$ cat src/rtl/vga_tile_pattern.sv
// Tile-grid colour generator: splits the active area into TILES_X x TILES_Y tiles with
// LFSR-jittered boundaries and refreshes the per-tile palette only at frame boundaries.
module vga_tile_pattern #(
  parameter int          COLOR_W   = 4,
  parameter int          H_ACTIVE  = 1280,
  parameter int          V_ACTIVE  = 960,
  parameter int          TILES_X   = 2,
  parameter int          TILES_Y   = 2,
  parameter int          JITTER_W  = 6,
  parameter logic [15:0] LFSR_SEED = 16'hACE1
) (
  input  logic               clk_in,
  input  logic               reset,
  input  logic               display_en,
  input  logic [11:0]        h_count,
  input  logic [11:0]        v_count,
  input  logic               update_req,
  input  logic [1:0]         mode,
  output logic [COLOR_W-1:0] r_out,
  output logic [COLOR_W-1:0] g_out,
  output logic [COLOR_W-1:0] b_out,
  output logic               busy
);
  localparam int N     = TILES_X * TILES_Y;
  localparam int RGB_W = 3 * COLOR_W;
  localparam int TW    = (N > 1) ? $clog2(N) : 1;
  localparam int CW    = (TILES_X > 1) ? $clog2(TILES_X) : 1;
  localparam int RW    = (TILES_Y > 1) ? $clog2(TILES_Y) : 1;

  typedef enum logic {IDLE, REFRESH} state_t;

  state_t              state_q, state_d;
  logic [15:0]         lfsr_q, lfsr_d;
  logic [TW-1:0]       k_q, k_d;
  logic                pending_q, pending_d;
  logic [RGB_W-1:0]    palette_q [N];
  logic [RGB_W-1:0]    palette_d [N];
  logic [JITTER_W-1:0] jx_q [TILES_X];
  logic [JITTER_W-1:0] jx_d [TILES_X];
  logic [JITTER_W-1:0] jy_q [TILES_Y];
  logic [JITTER_W-1:0] jy_d [TILES_Y];

  logic [CW-1:0]       col_q, col_d;
  logic [RW-1:0]       row_q, row_d;
  logic                hbnd_q, hbnd_d;
  logic                vbnd_q, vbnd_d;
  logic [TW-1:0]       tile_p1_q, tile_p1_d;
  logic                de_p1_q, de_p1_d;
  logic [RGB_W-1:0]    rgb_p2_q, rgb_p2_d;

  logic [11:0]         xs_w [TILES_X];
  logic [11:0]         ys_w [TILES_Y];
  logic                fb, eff_pending, trigger;

  // Boundary positions: elaboration-time tile edges pulled left/up by the jitter.
  for (genvar i = 0; i < TILES_X; i++) begin : g_xs
    assign xs_w[i] = 12'((i + 1) * H_ACTIVE / TILES_X) - 12'(jx_q[i]);
  end
  for (genvar j = 0; j < TILES_Y; j++) begin : g_ys
    assign ys_w[j] = 12'((j + 1) * V_ACTIVE / TILES_Y) - 12'(jy_q[j]);
  end

  assign busy = (state_q == REFRESH);
  assign fb   = (v_count == 12'(V_ACTIVE)) && (h_count == 12'd0);

  always_comb begin
    lfsr_d      = {1'b0, lfsr_q[15:1]} ^ (lfsr_q[0] ? 16'hB400 : 16'h0000);
    eff_pending = pending_q | (update_req & (mode != 2'd0));
    trigger     = fb & ~busy & ((mode == 2'd2) | eff_pending);
    pending_d   = trigger ? 1'b0 : eff_pending;
  end

  always_comb begin
    state_d   = state_q;
    k_d       = k_q;
    palette_d = palette_q;
    jx_d      = jx_q;
    jy_d      = jy_q;
    case (state_q)
      IDLE: begin
        if (trigger) begin
          state_d = REFRESH;
          k_d     = '0;
        end
      end
      REFRESH: begin
        for (int i = 0; i < N; i++)
          if (int'(k_q) == i) palette_d[i] = lfsr_q[RGB_W-1:0];
        for (int i = 0; i < TILES_X - 1; i++)
          if (int'(k_q) == i) jx_d[i] = lfsr_q[15 -: JITTER_W];
        for (int i = 0; i < TILES_Y - 1; i++)
          if (int'(k_q) == i) jy_d[i] = lfsr_q[JITTER_W-1:0];
        if (int'(k_q) == N - 1) begin
          state_d = IDLE;
          k_d     = '0;
        end else begin
          k_d = k_q + 1'b1;
        end
      end
      default: state_d = IDLE;
    endcase
  end

  // Stage 1: col/row of the current pixel; a boundary hit on pixel h moves col from h+1,
  // a hit on line v moves row from line v+1.
  always_comb begin
    col_d  = (h_count == 12'd0) ? '0 : (hbnd_q ? col_q + 1'b1 : col_q);
    hbnd_d = (h_count == xs_w[col_d]) && (int'(col_d) < TILES_X - 1);
    row_d  = row_q;
    vbnd_d = vbnd_q;
    if (h_count == 12'd0) begin
      row_d  = (v_count == 12'd0) ? '0 : (vbnd_q ? row_q + 1'b1 : row_q);
      vbnd_d = (v_count == ys_w[row_d]) && (int'(row_d) < TILES_Y - 1);
    end
    tile_p1_d = (mode == 2'd3) ? '0 : TW'(int'(row_d) * TILES_X + int'(col_d));
    de_p1_d   = display_en;
  end

  // Stage 2: palette lookup, blanked outside the active area.
  always_comb begin
    rgb_p2_d = de_p1_q ? palette_q[tile_p1_q] : '0;
  end

  assign {r_out, g_out, b_out} = rgb_p2_q;

  always_ff @(posedge clk_in) begin
    if (reset) begin
      state_q   <= IDLE;
      lfsr_q    <= LFSR_SEED;
      k_q       <= '0;
      pending_q <= 1'b1;
      palette_q <= '{default: '0};
      jx_q      <= '{default: '0};
      jy_q      <= '{default: '0};
      col_q     <= '0;
      row_q     <= '0;
      hbnd_q    <= 1'b0;
      vbnd_q    <= 1'b0;
      tile_p1_q <= '0;
      de_p1_q   <= 1'b0;
      rgb_p2_q  <= '0;
    end else begin
      state_q   <= state_d;
      lfsr_q    <= lfsr_d;
      k_q       <= k_d;
      pending_q <= pending_d;
      palette_q <= palette_d;
      jx_q      <= jx_d;
      jy_q      <= jy_d;
      col_q     <= col_d;
      row_q     <= row_d;
      hbnd_q    <= hbnd_d;
      vbnd_q    <= vbnd_d;
      tile_p1_q <= tile_p1_d;
      de_p1_q   <= de_p1_d;
      rgb_p2_q  <= rgb_p2_d;
    end
  end
endmodule

$ cat config.mk
export PLATFORM = sky130hd
export DESIGN_NAME = vga_tile_pattern
export DESIGN_NICKNAME = d
export VERILOG_FILES = /design/src/rtl/vga_tile_pattern.sv
export SDC_FILE = /design/constraint.sdc
export NUM_CORES = 1
export LEC_CHECK = 0
export ABC_AREA = 0
export BUFFER_PORTS_ARGS = -buffer_cell sky130_fd_sc_hd__clkbuf_2
export CAP_MARGIN = 40
export CORE_MARGIN = 2
export CORE_UTILIZATION = 45
export CTS_CLUSTER_DIAMETER = 40
export CTS_CLUSTER_SIZE = 12
export DETAILED_ROUTE_END_ITERATION = 12
export GPL_ROUTABILITY_DRIVEN = 0
export SLEW_MARGIN = 0
export SYNTH_ARGS = -nofsm -noshare
export SYNTH_HDL_FRONTEND = slang
export SYNTH_SLANG_ARGS = --single-unit
$ cat constraint.sdc
create_clock -name clk_in -period 2.2 [get_ports clk_in]
set_clock_uncertainty 0.05 [all_clocks]
set_input_delay 0.22 -clock clk_in [delete_from_list [all_inputs] [get_ports clk_in]]
set_output_delay 0.22 -clock clk_in [all_outputs]
set_load 0.05 [all_outputs]
Word-level counts from Yosys, hierarchy flattened

Cells that the tools add are included.
W data, S select, Z words.

Output and inout bits: 13
Register bits: 99

Add/subtract/negate cells: 6
Muxes and demuxes: 22
Eq/ne operators: 9
Magnitude comparators: 5
Bitwise logic cells: 11
Reduce and logical (&&, ||, !) cells: 13

Operators by type and width:

| cell                    | number |
|---|---|
| $mux W12                | 8 |
| $bmux W12 S2            | 1 |
| $eq A12 B12 Y1          | 2 |
| $logic_not A12 Y1       | 2 |
| $mux W16                | 1 |
| $xor A15 B16 Y16        | 1 |
| $eq A12 B10 Y1 const B  | 1 |
| $sub A10 B6 Y11 const A | 1 |
| $sub A9 B6 Y10 const A  | 1 |
| $eq A2 B2 Y1 const B    | 4 |
| $mux W1                 | 8 |
| $reduce_and A2 Y1       | 4 |
| $ge A2 B2 Y1 const B    | 2 |
| $mux W2                 | 2 |
| $not A1 Y2              | 2 |
| $pmux W2 S2             | 1 |
| $reduce_or A2 Y1        | 2 |
| $and A1 B1 Y1           | 3 |
| $ge A3 B3 Y1 const B    | 1 |
| $logic_and A1 B1 Y1     | 3 |
| $not A2 Y3              | 1 |
| $add A1 B1 Y1 const B   | 2 |
| $add A2 B1 Y2           | 1 |
| $add A2 B1 Y2 const B   | 1 |
| other kinds (8)         | 11 |

Depth between registers and ports, before layout

Gate-level depths: netlist of run 1.

Depth after elaboration: 9
Mapped depth: 7
Gate-level depth less buffers: 7

Worst setup path before layout of run 1

Ideal clock, no wire load.

Path kind: register -> register
Start: reg state_q, in the netlist busy
End: reg palette_q[24] (netlist bit)
Period minus slack after synthesis: 1677 ps
Arrival time: 1557 ps
Path buffers: 2
Setup slack: 523 ps
Cell stages (with the launch flop): 6
Cell sequence: dfxtp_1 clkbuf_1 and2_1 clkbuf_1 nand2_1 a21oi_1

Word-level cells in the longest chain between the ends: 1

RTL lines:

| item                        | RTL line | source |
|---|---|---|
| start, declared             | 32       | `state_t state_q, state_d;` |
| start signal, assigned      | 143      | `state_q <= state_d;` |
| $reduce_and A2 Y1 (no line) | --       |  |
| end signal, assigned        | 147      | `palette_q <= palette_d;` |
| end, declared               | 36       | `logic [RGB_W-1:0] palette_q [N];` |

Every way passes these cells.
A chain may end at the register's enable or synchronous reset.

==> flow_metrics.tcl, run 1 <==
set metrics [dict create \
    grt_use_total_pct 18.7 \
    finalHoldViolations 0 \
    worstMarginPinSlew_ps 675 \
    dr.first_iter.drc_count 111 \
    final_layout_size_suffix_gt1_share_pct 18.6 \
    relSlewSlack_pct 54.9 \
    vdd_drop_max_uv 324 \
    crit_path_start_kind "flip-flop" \
    yosys.area.top_type "dfxtp_1" \
    clock_latency_ps 350 \
    worstSetupPathType "flip-flop to flip-flop" \
    rsz0062_at_grt "false" \
    slew_violations 0 \
    power.density_nw_per_um2 686 \
    drtPass1Iterations 4 \
    die_h_um 96.1 \
    setup_tns_ps 0 \
    cts_tree "yes" \
    num_io_pins 43 \
    post_cts_buffers 0 \
    synth_top_area_share_pct 47.8 \
    ys_seq_elements 91 \
    clock_path_buffers 2 \
    synthFlopType "dfxtp_1" \
    worst-r2r-cell-count 7 \
    ys_warn_count 0 \
    dieWidth_um 96.1 \
    wl_per_cell_um 13.9 \
    final_area_um2 4310 \
    row_count 33 \
    yosysMostFrequentCell "nand2_1" \
    post-dp-hpwl_um 5350 \
    endpoint_kind "flip-flop" \
    crit_family "simple AND/OR/NAND/NOR gates" \
    async_flop_share_pct 0 \
    crit_fanout 5 \
    max_stage_delay_ps 380 \
    ctsHoldBuffers 0 \
    grt-ovfl-total 0 \
    cp_num_buf_inv 1 \
    critical_path_arrival_ps 2060 \
    grt_pass1_vias 2691 \
    drtAntennaViolNets 0 \
    fill_cells 780 \
    cts_resized 0 \
    antenna_cells 0 \
    antenna_found_initial 0 \
    grt_pass1_wl_um 13100 \
    yosysSeqAreaShare_pct 47.8 \
    start_util_pct 46.4 \
    status "finished, final reports clean" \
    viasPerCell 5.14 \
    numCtsBuffers 9 \
    cap_viol_max_count 0 \
    hold_class "input pin to flip-flop" \
    crit_cells 7 \
    remaining_drc_errors 0 \
    grt_max_degree 38 \
    crit_chain "inv_1 -> ha_1 -> or3b_1 -> o21ai_0 -> xnor2_1 -> nand4_1 -> o31ai_1" \
    holdPathStages 2 \
    synth_edf_count 0 \
    synthesis.nets 463 \
    netlist_instances 427 \
    dieArea_um2 9230 \
    synth_common_cells "nand2_1 (113), dfxtp_1 (91), a21oi_1 (56)" \
    leakagePower_nw 1.56 \
    cts_sinks 91 \
    period_needed_ps 1840 \
    num_vias 2938 \
    coreArea_um2 8220 \
    slowest_stage "or3b_1" \
    timing.final.crit_share_pct 83.7 \
    synth.avg_cell_area_um2 8.93 \
    crit_required_ps 2420 \
    synthTopCellsByArea "dfxtp_1 (48%), nand2_1 (11%), a21oi_1 (7.3%)" \
    synth_cell_types 41 \
    cts_root_buf "clkbuf_8" \
    area_delta_synth_final_pct 12.9 \
    port-buffer-count 42 \
    clk_pin_slew_worst_paths_ps 100 \
    max_freq_ghz 0.543 \
    fin_nets 498 \
    place_area_um2 4110 \
    syn_area_um2 3810 \
    routed_wl_um 7930 \
    setup_viol 0 \
    cts_max_level 3 \
]
cell usage in the layout, fill, tap and decap left out, drive strengths merged, types with 4 or more instances in the layout:
master and n:
nand2 113, a31oi 4, xnor2 15, mux4 12
nand2b 6, nor3 5, ha 6, nor2b 22
inv 11, nand3 4, buf 5, nor4 7
xor2 9, and2 5, dfxtp 91, nor2 11
a21oi 56, or2 6, clkbuf 52
logic make-up (layout without fill, tap and decap cells):
kind of cell,Yosys count,in the layout,synth area share [%]
AO/OA/AOI/OAI,69,69,9.58
XOR/XNOR,24,24,5.51
adder cells (fa/ha/maj),6,6,1.97
buffers and inverters,32,72,3.18
flip-flops,91,91,47.8
multiplexers,12,12,7.09
AND/OR/NAND/NOR,193,193,24.9
stage by stage:
stage	hold slack [ps]	cells	total power, W	worst slack (ps)	util [%]
finish	25.0	572	0.00296	359	52.4
global route	25.8	572	0.00307	216	52.4
CTS	18.8	572	0.00298	366	52.4
detailed placement	375	556	0.00185	358	50.0
global placement	377	556	0.00185	401	50.0
floorplan	298	427	0.00179	523	-
per-layer routing:
| layer | up-vias | wire length (um) | global-route usage [%] |
|---|---|---|---|
| met5 | - | 0 | 0 |
| met4 | 0 | 49 | 5.24 |
| met3 | 4 | 343 | 4.31 |
| met2 | 49 | 3750 | 30.0 |
| met1 | 1385 | 3790 | 25.1 |
| li1 | 1500 | - | - |
final cells by class:
type                    instances  area, um2  area share (%)
clock buffers                  10        128            2.96
clock inverters                 6       73.8            1.71
inverters                       9       33.8           0.784
multi-input cells             304       1870            43.4
flip-flops and latches         91       1820            42.3
well taps                     105        131            3.05
repair buffers                 47        248            5.75
final timing paths:
path                         startpoint               endpoint  slack (ps)
max reg2reg  palette_q[36]$_SDFFE_PP0P_    vbnd_q$_SDFFE_PP0N_         360
min reg2reg       lfsr_q[12]$_SDFF_PP0_  lfsr_q[11]$_SDFF_PP1_         390
max          palette_q[36]$_SDFFE_PP0P_    vbnd_q$_SDFFE_PP0N_         360
min                          display_en     de_p1_q$_SDFF_PP0_          20
flip-flops by register name (all words and copies together), names as in the netlist:
signal     flops
busy           1
hbnd_q         1
palette_q     47
tile_p1_q      2
k_q            2
lfsr_q        16
jx_q           5
row_q          1
rgb_p2_q      12
de_p1_q        1
vbnd_q         1
col_q          1
pending_q      1
power breakdown:
| group | internal (W) | total, W | switching [W] |
|---|---|---|---|
| Sequential | 0.00167 | 0.00169 | 0.0000236 |
| Combinational | 0.0000541 | 0.000118 | 0.0000644 |
| Clock | 0.000540 | 0.00115 | 0.000607 |
| Total | 0.00226 | 0.00296 | 0.000695 |
No activity file was read; power rests on OpenSTA's default activity.
==> run 2: changes to the inputs <==
clock period = 1.8 ns   (was 2.2 ns; I/O delays follow)
==> run 2 against run 1 <==
  * Global-route usage increased by 0.55 points
  * Clock power increased by 9.6%
  * Flip-flop and latch count unchanged
  * Register-to-register slack got worse by 200 ps
  * Sequential share of layout area decreased by 0.70 points
  * Via count increased by 1.4%
  * Utilization increased by 0.91 points
  * Critical path depth unchanged
  * Total power increased by 18%
  * Combinational power increased by 26%
  * Critical path type unchanged
  * Critical endpoint unchanged
==> flow_metrics.tcl, run 2 (synthesized netlist as in run 1, its figures left out) <==
set metrics [dict create \
    multiInputGateArea_um2 1870 \
    largest_reg_flops 47 \
    crit_cells 7 \
    critical_path_arrival_ps 1870 \
    pwr-share-seq_pct 59.5 \
    holdPathStages 4 \
    row_count 33 \
    cts_root_buf "clkbuf_8" \
    vdd_drop_max_uv 485 \
    worst-r2r-cell-count 7 \
    wl_per_cell_um 14.1 \
    grt_pass1_wl_um 13300 \
    endpoint_kind "flip-flop" \
    dp_slack_ps 87.1 \
    grt_max_degree 55 \
    cap_viol_max_count 0 \
    viasPerCell 5.11 \
    layout_commonest_cell "nand2_1" \
    p_total_w 0.00347 \
    start_util_pct 46.4 \
    cp_num_buf_inv 1 \
    port-buffer-count 42 \
    cts_tree "yes" \
    post-dp-hpwl_um 5510 \
    grt_pass1_vias 2733 \
    dr.first_iter.drc_count 82 \
    grt-ovfl-total 0 \
    antenna_cells 0 \
    period_needed_ps 1650 \
    worstReg2RegEnd "vbnd_q$_SDFFE_PP0N_" \
    crit_family "simple AND/OR/NAND/NOR gates" \
    power_switching_w 0.000854 \
    numCtsBuffers 9 \
    r2r_setup_slack_ps 150 \
    dieArea_um2 9230 \
    fin_ws_ps 154 \
    clock_path_buffers 2 \
    drtAntennaViolNets 0 \
    setup_tns_ps 0 \
    fin_nets 509 \
    final_layout_size_suffix_gt1_share_pct 20.5 \
    timing.final.crit_share_pct 91.5 \
    routed_wl_um 8230 \
    crit_path_start_kind "flip-flop" \
    num_io_pins 43 \
    num_vias 2978 \
    post_cts_buffers 0 \
    cts_max_level 3 \
    register_area_um2 1820 \
    coreArea_um2 8220 \
    layout_common_cells "nand2_1 (113), dfxtp_1 (90), a21oi_1 (56)" \
    clock_latency_ps 350 \
    max_freq_ghz 0.607 \
    hold_class "input pin to flip-flop" \
    hold_path.startpoint "h_count[3]" \
    max_stage_delay_ps 390 \
    whs_endpoint "hbnd_q$_SDFF_PP0_" \
    worstSetupPathType "flip-flop to flip-flop" \
    slowest_stage "or3b_1" \
    grt_use_total_pct 19.2 \
    cts_sinks 91 \
    finalHoldViolations 0 \
    worstMarginPinSlew_ps 581 \
    clk_pin_slew_worst_paths_ps 90 \
    dieWidth_um 96.1 \
    rsz0062_at_grt "false" \
    crit_chain "inv_1 -> ha_1 -> or3b_1 -> o21ai_1 -> xnor2_1 -> nand4_1 -> o31ai_1" \
    switching_share_pct 24.6 \
    drtPass1Iterations 4 \
    area_delta_synth_final_pct 14.9 \
    setup_viol 0 \
    crit_fanout 4 \
    die_h_um 96.1 \
    relSlewSlack_pct 61.2 \
    slew_violations 0 \
    antenna_found_initial 0 \
    p_int_w 0.00262 \
    status "finished, final reports clean" \
    r2r-start "palette_q[37]$_SDFFE_PP0P_" \
    crit_required_ps 2020 \
    fill_cells 777 \
    leakagePower_nw 1.59 \
    remaining_drc_errors 0 \
    power_frac_clock_pct 36.2 \
    top_register "palette_q" \
    p_comb_share_pct 4.3 \
    power.density_nw_per_um2 793 \
    reg_top3 "palette_q x47, lfsr_q x16, rgb_p2_q x12" \
]
-- run 2: how the worst max path moves through the flow --
stage,start,end
4_1_cts,palette_q[37]$_SDFFE_PP0P_,vbnd_q$_SDFFE_PP0N_
5_1_grt,palette_q[37]$_SDFFE_PP0P_,vbnd_q$_SDFFE_PP0N_
2_1_floorplan,busy$_SDFF_PP0_,palette_q[24]$_SDFFE_PP0P_
3_5_place_dp,palette_q[37]$_SDFFE_PP0P_,vbnd_q$_SDFFE_PP0N_
6_report,palette_q[37]$_SDFFE_PP0P_,vbnd_q$_SDFFE_PP0N_
3_3_place_gp,v_count[1],k_q[0]$_SDFFE_PP0P_
-- run 2: per-layer routing --
metal | GRT usage, % | vias up | share of wire (%)
met3 | 4.23 | 2 | 4.1
li1 | - | 1521 | -
met4 | 6.07 | 0 | 0.44
met2 | 32.5 | 52 | 50
met1 | 24.4 | 1403 | 46
met5 | 0 | - | 0
-- run 2: what timing repair did --
action | in CTS | in global routing
setup endpoints to repair | 0 | 2
hold buffers | 1 | 0
resized for setup | 0 | 2
endpoints found under the hold margin | 1 | 0
-- run 2: area by class of cell --
type / count / share of cell area (%)
multi-input cells: 304 / 42.7
flip-flops and latches: 91 / 41.6
repair buffers: 58 / 7.88
well taps: 105 / 3.00
clock buffers: 10 / 2.91
clock inverters: 6 / 1.14
inverters: 9 / 0.771
-- run 2: worst reg2reg max path, cell delays in order (launching register included) --
cell and delay (ps):
dfxtp_1 340, inv_1 60, ha_1 170, or3b_1 390
o21ai_1 170, xnor2_1 130, nand4_1 100, o31ai_1 180
-- run 2: power groups by stage --
stage               Combinational [W]  Clock, W  Sequential [W]
detailed placement           0.000148         0         0.00211
finish                       0.000149   0.00126         0.00207
global route                 0.000164   0.00138         0.00207
global placement             0.000145         0         0.00211
floorplan                   0.0000869         0         0.00210
CTS                          0.000151   0.00129         0.00207
-- run 2: through the flow --
stage | instance area (um2) | cells | hold slack [ps] | utilization [%]
6_report | 4380 | 583 | 108 | 53.3
5_1_grt | 4380 | 583 | 117 | 53.3
4_1_cts | 4380 | 583 | 84.4 | 53.3
3_5_place_dp | 4190 | 566 | 374 | 51.0
3_3_place_gp | 4190 | 566 | 374 | 51.0
2_1_floorplan | 3810 | 427 | 258 | -
